--- src/rtl/mem_port_arbiter.sv ---
// Round-robin arbiter/sequencer for a single shared memory port with four requesters.
// Owns the port transaction: grant, wait for ready (with timeout abort), one-hot completion.
module mem_port_arbiter #(
    parameter int unsigned MAX_WAIT = 16,
    parameter int unsigned CNT_W    = 8
) (
    input  logic       clk,
    input  logic       reset,
    input  logic [3:0] req,
    output logic [3:0] gnt,
    output logic [1:0] sel,
    output logic       mem_valid,
    input  logic       mem_ready,
    output logic [3:0] done,
    output logic       err,
    output logic       err_sticky,
    output logic       busy
);

    localparam int unsigned N_REQ = 4;
    localparam int unsigned IDX_W = 2;
    localparam logic [CNT_W-1:0] WAIT_LAST = CNT_W'(MAX_WAIT - 1);

    typedef enum logic {
        IDLE = 1'b0,
        BUSY = 1'b1
    } state_t;

    state_t             state_q, state_d;
    logic [CNT_W-1:0]   cnt_q, cnt_d;
    logic [IDX_W-1:0]   last_q, last_d;
    logic [N_REQ-1:0]   gnt_q, gnt_d;
    logic [IDX_W-1:0]   sel_q, sel_d;
    logic               mem_valid_q, mem_valid_d;
    logic [N_REQ-1:0]   done_q, done_d;
    logic               err_q, err_d;
    logic               err_sticky_q, err_sticky_d;

    logic [N_REQ-1:0]   elig;
    logic [IDX_W-1:0]   cand;
    logic [IDX_W-1:0]   win_idx;
    logic               win_found;

    // Rotating-priority pick; a requester is masked in the cycle it sees its done
    always_comb begin
        elig      = req & ~done_q;
        cand      = '0;
        win_idx   = last_q;
        win_found = 1'b0;
        for (int i = 1; i <= int'(N_REQ); i++) begin
            cand = last_q + IDX_W'(i);
            if (!win_found && elig[cand]) begin
                win_found = 1'b1;
                win_idx   = cand;
            end
        end
    end

    always_comb begin
        state_d      = state_q;
        cnt_d        = cnt_q;
        last_d       = last_q;
        gnt_d        = gnt_q;
        sel_d        = sel_q;
        mem_valid_d  = mem_valid_q;
        done_d       = '0;
        err_d        = 1'b0;
        err_sticky_d = err_sticky_q;
        case (state_q)
            IDLE: begin
                if (win_found) begin
                    state_d     = BUSY;
                    cnt_d       = '0;
                    gnt_d       = N_REQ'(1) << win_idx;
                    sel_d       = win_idx;
                    mem_valid_d = 1'b1;
                end
            end
            BUSY: begin
                if (mem_ready) begin
                    state_d     = IDLE;
                    gnt_d       = '0;
                    mem_valid_d = 1'b0;
                    done_d      = gnt_q;
                    last_d      = sel_q;
                end else if (cnt_q == WAIT_LAST) begin
                    // this edge completes the MAX_WAIT-th cycle without ready
                    state_d      = IDLE;
                    gnt_d        = '0;
                    mem_valid_d  = 1'b0;
                    err_d        = 1'b1;
                    err_sticky_d = 1'b1;
                    last_d       = sel_q;
                end else begin
                    cnt_d = CNT_W'(cnt_q + 1'b1);
                end
            end
            default: state_d = IDLE;
        endcase
    end

    always_ff @(posedge clk) begin
        if (reset) begin
            state_q      <= IDLE;
            cnt_q        <= '0;
            last_q       <= IDX_W'(N_REQ - 1);
            gnt_q        <= '0;
            sel_q        <= '0;
            mem_valid_q  <= 1'b0;
            done_q       <= '0;
            err_q        <= 1'b0;
            err_sticky_q <= 1'b0;
        end else begin
            state_q      <= state_d;
            cnt_q        <= cnt_d;
            last_q       <= last_d;
            gnt_q        <= gnt_d;
            sel_q        <= sel_d;
            mem_valid_q  <= mem_valid_d;
            done_q       <= done_d;
            err_q        <= err_d;
            err_sticky_q <= err_sticky_d;
        end
    end

    assign gnt        = gnt_q;
    assign sel        = sel_q;
    assign mem_valid  = mem_valid_q;
    assign done       = done_q;
    assign err        = err_q;
    assign err_sticky = err_sticky_q;
    assign busy       = (state_q == BUSY);

endmodule
--- config.mk ---
export PLATFORM = sky130hd
export DESIGN_NAME = mem_port_arbiter
export DESIGN_NICKNAME = d
export VERILOG_FILES = /design/src/rtl/mem_port_arbiter.sv
export SDC_FILE = /design/constraint.sdc
export NUM_CORES = 1
export LEC_CHECK = 0
export ABC_AREA = 1
export CORE_MARGIN = 4
export CORE_UTILIZATION = 53
export CTS_CLUSTER_DIAMETER = 200
export DETAILED_ROUTE_END_ITERATION = 7
export PLACE_DENSITY = 0.79
export SETUP_SLACK_MARGIN = 0.1
export SLEW_MARGIN = 15
export SYNTH_ARGS = -nofsm -noshare
export SYNTH_HDL_FRONTEND = slang
export SYNTH_SLANG_ARGS = --single-unit
--- constraint.sdc ---
create_clock -name clk -period 2 [get_ports clk]
set_input_delay 0.4 -clock clk [delete_from_list [all_inputs] [get_ports clk]]
set_output_delay 0.4 -clock clk [all_outputs]
set_load 0.05 [all_outputs]
==> results of run 1 <==
==> logic make-up (layout without fill, tap and decap cells) <==
kind of cell | Yosys count | count (layout) | synth area share [%]
AND/OR/NAND/NOR | 111 | 111 | 42.83
buffers and inverters | 24 | 49 | 8.584
XOR/XNOR | 4 | 4 | 2.557
adder cells (fa/ha/maj) | 1 | 1 | 0.9131
flip-flops | 24 | 24 | 35.07
AO/OA/AOI/OAI | 20 | 20 | 10.05
==> per-layer routing <==
| metal | up-vias | track usage, % | part of all wire [%] |
|---|---|---|---|
| li1 | 649 | - | - |
| met1 | 592 | 24.76 | 44 |
| met2 | 37 | 33.44 | 50 |
| met3 | 5 | 2.851 | 4.7 |
| met4 | 0 | 8.414 | 1.4 |
| met5 | - | 0 | 0 |
==> state kept, by name (all words and copies together) (netlist names) <==
name and cells:
err_sticky 1, err 1, last_q 2, gnt 4
sel 2, busy 1, mem_valid 1, cnt_q 8
done 4
==> placed cells by master (no fill, tap or decap), drive strengths merged <==
cell	synthesis	final
a21oi	14	14
nor2	22	22
xor2	4	4
clkdlybuf4s50	0	7
o21ai	3	3
nand2	57	57
clkbuf	1	3
dlymetal6s2s	0	7
ha	1	1
inv	21	21
a21o	1	1
dlygate4sd2	0	6
clkinv	1	1
o211ai	2	2
nand4	6	6
nand3	23	23
nor4	1	1
bufinv	0	1
nand3b	1	1
and3	1	1
dfxtp	24	24
buf	1	3
==> timing repair <==
action / 4_1_cts / 5_1_grt
endpoints found under the hold margin: 0 / 0
resized for setup: 6 / 8
endpoints found under the setup margin: 6 / 19
==> final timing paths <==
kind,endpoint,slack (ns),cells past startpoint
hold reg to reg,done[0],0.47,2
setup / recovery,err,0.18,1
hold / removal,done[0],0.47,2
setup reg to reg,gnt[1],0.36,11
==> metrics by stage <==
step	instances	instance area [sq um]	hold WS (ns)
4_1_cts	239	1660	0.4687
6_report	239	1679	0.4680
3_5_place_dp	235	1615	0.4500
5_1_grt	239	1679	0.4970
2_1_floorplan	184	1370	0.4622
3_3_place_gp	235	1615	0.4398
==> report_power, final <==
part / internal (mW) / total [mW] / switching (mW)
sequential: 0.512 / 0.546 / 0.0336
combinational: 0.138 / 0.464 / 0.327
clock: 0.203 / 0.341 / 0.138
==> cell type report <==
class                   instances  area [sq um]  share of cell area [%]
multi-input cells             136         772.0                   45.98
well taps                      30         37.54                   2.235
clock inverters                 1         30.03                   1.788
clock buffers                   3         22.52                   1.341
repair buffers                 23         232.7                   13.86
flip-flops and latches         24         481.7                   28.69
inverters                      22         102.6                   6.110
==> results.cfg, run 1 <==
[sta]
setup_viol = 0
maxSlewHeadroom_pct = 65.75
worst_slew_pin_slew_ns = 0.5129
post-route-period-util_pct = 91.01
finalWorstSetupSlack_ns = 0.1797
max_freq_mhz = 549.4
finalSetupTns_ns = 0
rsz0062_at_grt = false
slew_viol_final = 0
fin_skew_ns = 0.01067
hold_viol_final = 0
layout_min_cycle_time_ns = 1.820

[setup_path]
cp.arrival_ns = 1.42
cp.required_ns = 1.60
crit_slowest_cell = clkdlybuf4s50_1
r2r_start = last_q[0]
path_cells = clkdlybuf4s50_1
worstSetupPathType = reg -> out
cp_max_fo = 1
crit_buf_inv = 1
cp-start-kind = register
path_delay_family = buffers and inverters
startpoint = err
max_stage_delay_ns = 0.79
setup.worst_path.end_class = output port

[clock_tree]
cts_buffer_depth = 2
clk_pin_slew_ns = 0.13
postCtsHoldBufs = 0
cts_max_level = 1
cts_tree = built
clk_latency_ns = 0.31
clockRootBuffer = clkbuf_4
cts_sinks = 24
cts_setup_buffers = 0
cts_buffers = 3

[finish]
diodes = 0
area_growth_pct = 22.56
utilization_pct = 67.78
drive_gt1_share_pct = 21.05
nets = 218
fill_cells = 204

[synthesis]
synth_top_area_share_pct = 35.07
synth_edf_count = 0
synth_nets = 192
seq_area_frac_synth_pct = 35.07
async_flop_share_pct = 0
synth-seq-cells = 24
synthesis.area_sq_um = 1370
synthFlopType = dfxtp_1
synth_top_area_cell = dfxtp_1
synth_common_cells = 40 x nand2_1, 24 x dfxtp_1, 21 x nor2_1
synth.avg_cell_area_sq_um = 7.446
synth.distinct_cells = 28
synth_cells = 184
synthMostInstantiatedCell = nand2_1
yosysWarnings = 0
yosys-top-cells-area = dfxtp_1 35%, nand2_1 11%, nand3_1 6.9%

[floorplanning]
die_height_um = 58.85
die-area_sq_um = 3463
core_area_sq_um = 2477
die_w_um = 58.85
io_pins = 21
rows = 18
start_util_pct = 55.30

[grt]
grt_pass1_vias = 1298
grt_overflow = 0
track_usage_pct = 19.73
grt_pass1_wl_um = 5437
grt_max_degree = 15
antenna_found_initial = 0

[run_status]
outcome = completed

[power_and_ir_drop]
ir_drop_uv = 621.2
power_density_nw_per_um2 = 804.6
p_total_mw = 1.351
power_leakage_nw = 0.8358

[placement]
place_ws_ns = 0.03245
io_buffers = 20
place.gp.congestion = 0.9207
dp_hpwl_um = 2371

[drt]
routed_wirelength_um = 3015
ant_nets = 0
wire_per_inst_um = 12.62
drc_errors = 0
drtPass1Iterations = 5
drt-initial-drc-count = 103
avgViaCountPerCell = 5.368
num_vias = 1283

[worst_hold_path]
hp-class = reg -> reg
min-delay-start = gnt[0]

[flow_run]
maxCapViolations = 0
Power figures use the tool's default switching activity.
==> run 2, diff against run 1 <==
--- a/config.mk
+++ b/config.mk
@@ -6,7 +6,7 @@
 export NUM_CORES = 1
 export LEC_CHECK = 0
 export ABC_AREA = 1
-export CORE_MARGIN = 4
+export CORE_MARGIN = 1
 export CORE_UTILIZATION = 53
 export CTS_CLUSTER_DIAMETER = 200
 export DETAILED_ROUTE_END_ITERATION = 7
==> run 2 against run 1 <==
Compared with the run above: clock-buffer cell count grew 1; first-iteration DRC count is 71% lower; critical endpoint unchanged; total power decreased by 6.7%; highest routed layer unchanged; critical path type unchanged; clock power down 26%; worst hold slack lost 0.0092 ns; sequential power barely moved; utilization about the same.
==> results.cfg, run 2 (synthesis results as in run 1) <==
[run_status]
outcome = completed

[finish]
layout_commonest_cell = nand2_1
final_cell_mix = 40 x nand2_1, 23 x dfxtp_1, 21 x nor2_1, 19 x nand3_1, 17 x inv_1
regArea_sq_um = 481.7
fill_cells = 212
drive_gt1_share_pct = 21.05
largest_reg_flops = 8
nets = 218
area_growth_pct = 21.37
utilization_pct = 67.74
final_cell_count_no_fill = 239
largest-register = cnt_q
diodes = 0
multi_input_area_sq_um = 772.0

[clock_tree]
postCtsHoldBufs = 0
clk_pin_slew_ns = 0.12
cts_max_level = 1
cts_tree = built
clk_latency_ns = 0.32
clockRootBuffer = clkbuf_4
cts_buffers = 3
cts_buffer_depth = 2
cts_sinks = 24

[sta]
max_freq_mhz = 546.7
worst_slew_pin_slew_ns = 0.5060
hold_viol_final = 0
finalSetupTns_ns = 0
fin_skew_ns = 0.001672
post-route-period-util_pct = 91.47
slew_viol_final = 0
maxSlewHeadroom_pct = 66.21
rsz0062_at_grt = false
setup_viol = 0
layout_min_cycle_time_ns = 1.829

[grt]
grt_pass1_wl_um = 4816
antenna_found_initial = 0
track_usage_pct = 23.50
grt_pass1_vias = 1158
grt_overflow = 0
grt_max_degree = 14

[setup_path]
crit_slowest_cell = clkdlybuf4s50_1
reg2reg_depth = 11
cp.required_ns = 1.60
cp_max_fo = 1
r2r_start = last_q[0]
worstSetupPathType = reg -> out
setup.worst_path.end_class = output port
path_cells = clkdlybuf4s50_1
max_stage_delay_ns = 0.79
crit_buf_inv = 1
r2r_end = gnt[1]
startpoint = err
cp-start-kind = register
cp.arrival_ns = 1.43
r2r_slack_ns = 0.36
cp_num_cells = 1
path_delay_family = buffers and inverters
crit_end = err

[placement]
dp_hpwl_um = 2297
place.gp.congestion = 0.8374
io_buffers = 20
place_inst = 235

[drt]
ant_nets = 0
wire_per_inst_um = 12.34
drtPass1Iterations = 4
routed_wirelength_um = 2950
drc_errors = 0
drt-initial-drc-count = 30
num_vias = 1272
avgViaCountPerCell = 5.322

[power_and_ir_drop]
p_clk_share_pct = 20.0
seq_power_share_pct = 43.4
switchingPower_uw = 496.4
ir_drop_uv = 668.1
power_leakage_nw = 0.8275
power_density_nw_per_um2 = 757.7
netSwitchingFraction_pct = 39.40
p_int_uw = 763.6
combinationalPowerShare_pct = 36.7

[floorplanning]
die_height_um = 52.85
core_area_sq_um = 2455
io_pins = 21
rows = 18
start_util_pct = 55.81
die-area_sq_um = 2793
die_w_um = 52.85

[worst_hold_path]
hp-class = reg -> reg

[flow_run]
maxCapViolations = 0
[run 2: changes by cell type in the layout (fill, tap and decap cells not counted)]
cell	change
bufinv_16	-1
clkbuf_8	+1
[run 2: layout make-up]
cell class                      instances  share of cell area (%)
Multi-Input combinational cell        136                   46.43
Sequential cell                        24                   28.97
Timing Repair Buffer                   23                   14.00
Inverter                               22                   6.170
Tap cell                               30                   2.257
Clock buffer                            4                   2.182
[run 2: routing by layer]
layer / part of all wire, % / GRT usage [%] / vias up
li1: - / - / 649
met1: 45 / 26.86 / 592
met4: 1.7 / 9.211 / 0
met2: 51 / 43.67 / 26
met5: 0 / 0 / -
met3: 2.3 / 2.609 / 5
[run 2: worst min path at each step]
stage / startpoint / end / slack [ns] / cells after the start
global placement: err_sticky / err_sticky / 0.44 / 1
finish: gnt[3] / done[3] / 0.46 / 2
global route: gnt[3] / done[3] / 0.49 / 2
floorplan: cnt_q[7] / cnt_q[7] / 0.46 / 2
detailed placement: gnt[3] / done[3] / 0.44 / 2
CTS: gnt[3] / done[3] / 0.45 / 2
[run 2: through the flow]
step | hold slack [ns] | area, sq um | setup WS (ns) | total power [mW]
global route | 0.4895 | 1663 | 0.1327 | 1.329
finish | 0.4588 | 1663 | 0.1707 | 1.260
CTS | 0.4547 | 1644 | 0.1002 | 1.268
global placement | 0.4377 | 1615 | 0.06492 | 1.020
floorplan | 0.4622 | 1370 | 0.2758 | 0.9066
detailed placement | 0.4374 | 1615 | -0.006100 | 1.031
[run 2: power by group through the flow]
stage / Combinational (mW) / Clock (mW) / Sequential, mW
2_1_floorplan: 0.266 / 0 / 0.641
3_3_place_gp: 0.464 / 0 / 0.556
3_5_place_dp: 0.474 / 0 / 0.558
4_1_cts: 0.464 / 0.258 / 0.546
5_1_grt: 0.502 / 0.276 / 0.550
6_report: 0.462 / 0.252 / 0.546
[run 2: what timing repair did]
action | 4_1_cts | 5_1_grt
setup buffers | 0 | 0
hold endpoints to repair | 0 | 0
pin swaps | 0 | 0
resized for setup | 6 | 8
endpoints found under the setup margin | 6 | 13
==> run 3, diff against run 2 <==
--- a/config.mk
+++ b/config.mk
@@ -6,13 +6,12 @@
 export NUM_CORES = 1
 export LEC_CHECK = 0
 export ABC_AREA = 1
-export CORE_MARGIN = 1
+export CORE_MARGIN = 4
 export CORE_UTILIZATION = 53
 export CTS_CLUSTER_DIAMETER = 200
 export DETAILED_ROUTE_END_ITERATION = 7
 export PLACE_DENSITY = 0.79
 export SETUP_SLACK_MARGIN = 0.1
-export SLEW_MARGIN = 15
 export SYNTH_ARGS = -nofsm -noshare
 export SYNTH_HDL_FRONTEND = slang
 export SYNTH_SLANG_ARGS = --single-unit
==> results of run 3 <==
No change in the layout: final DEF, timing and power equal those of run 1.
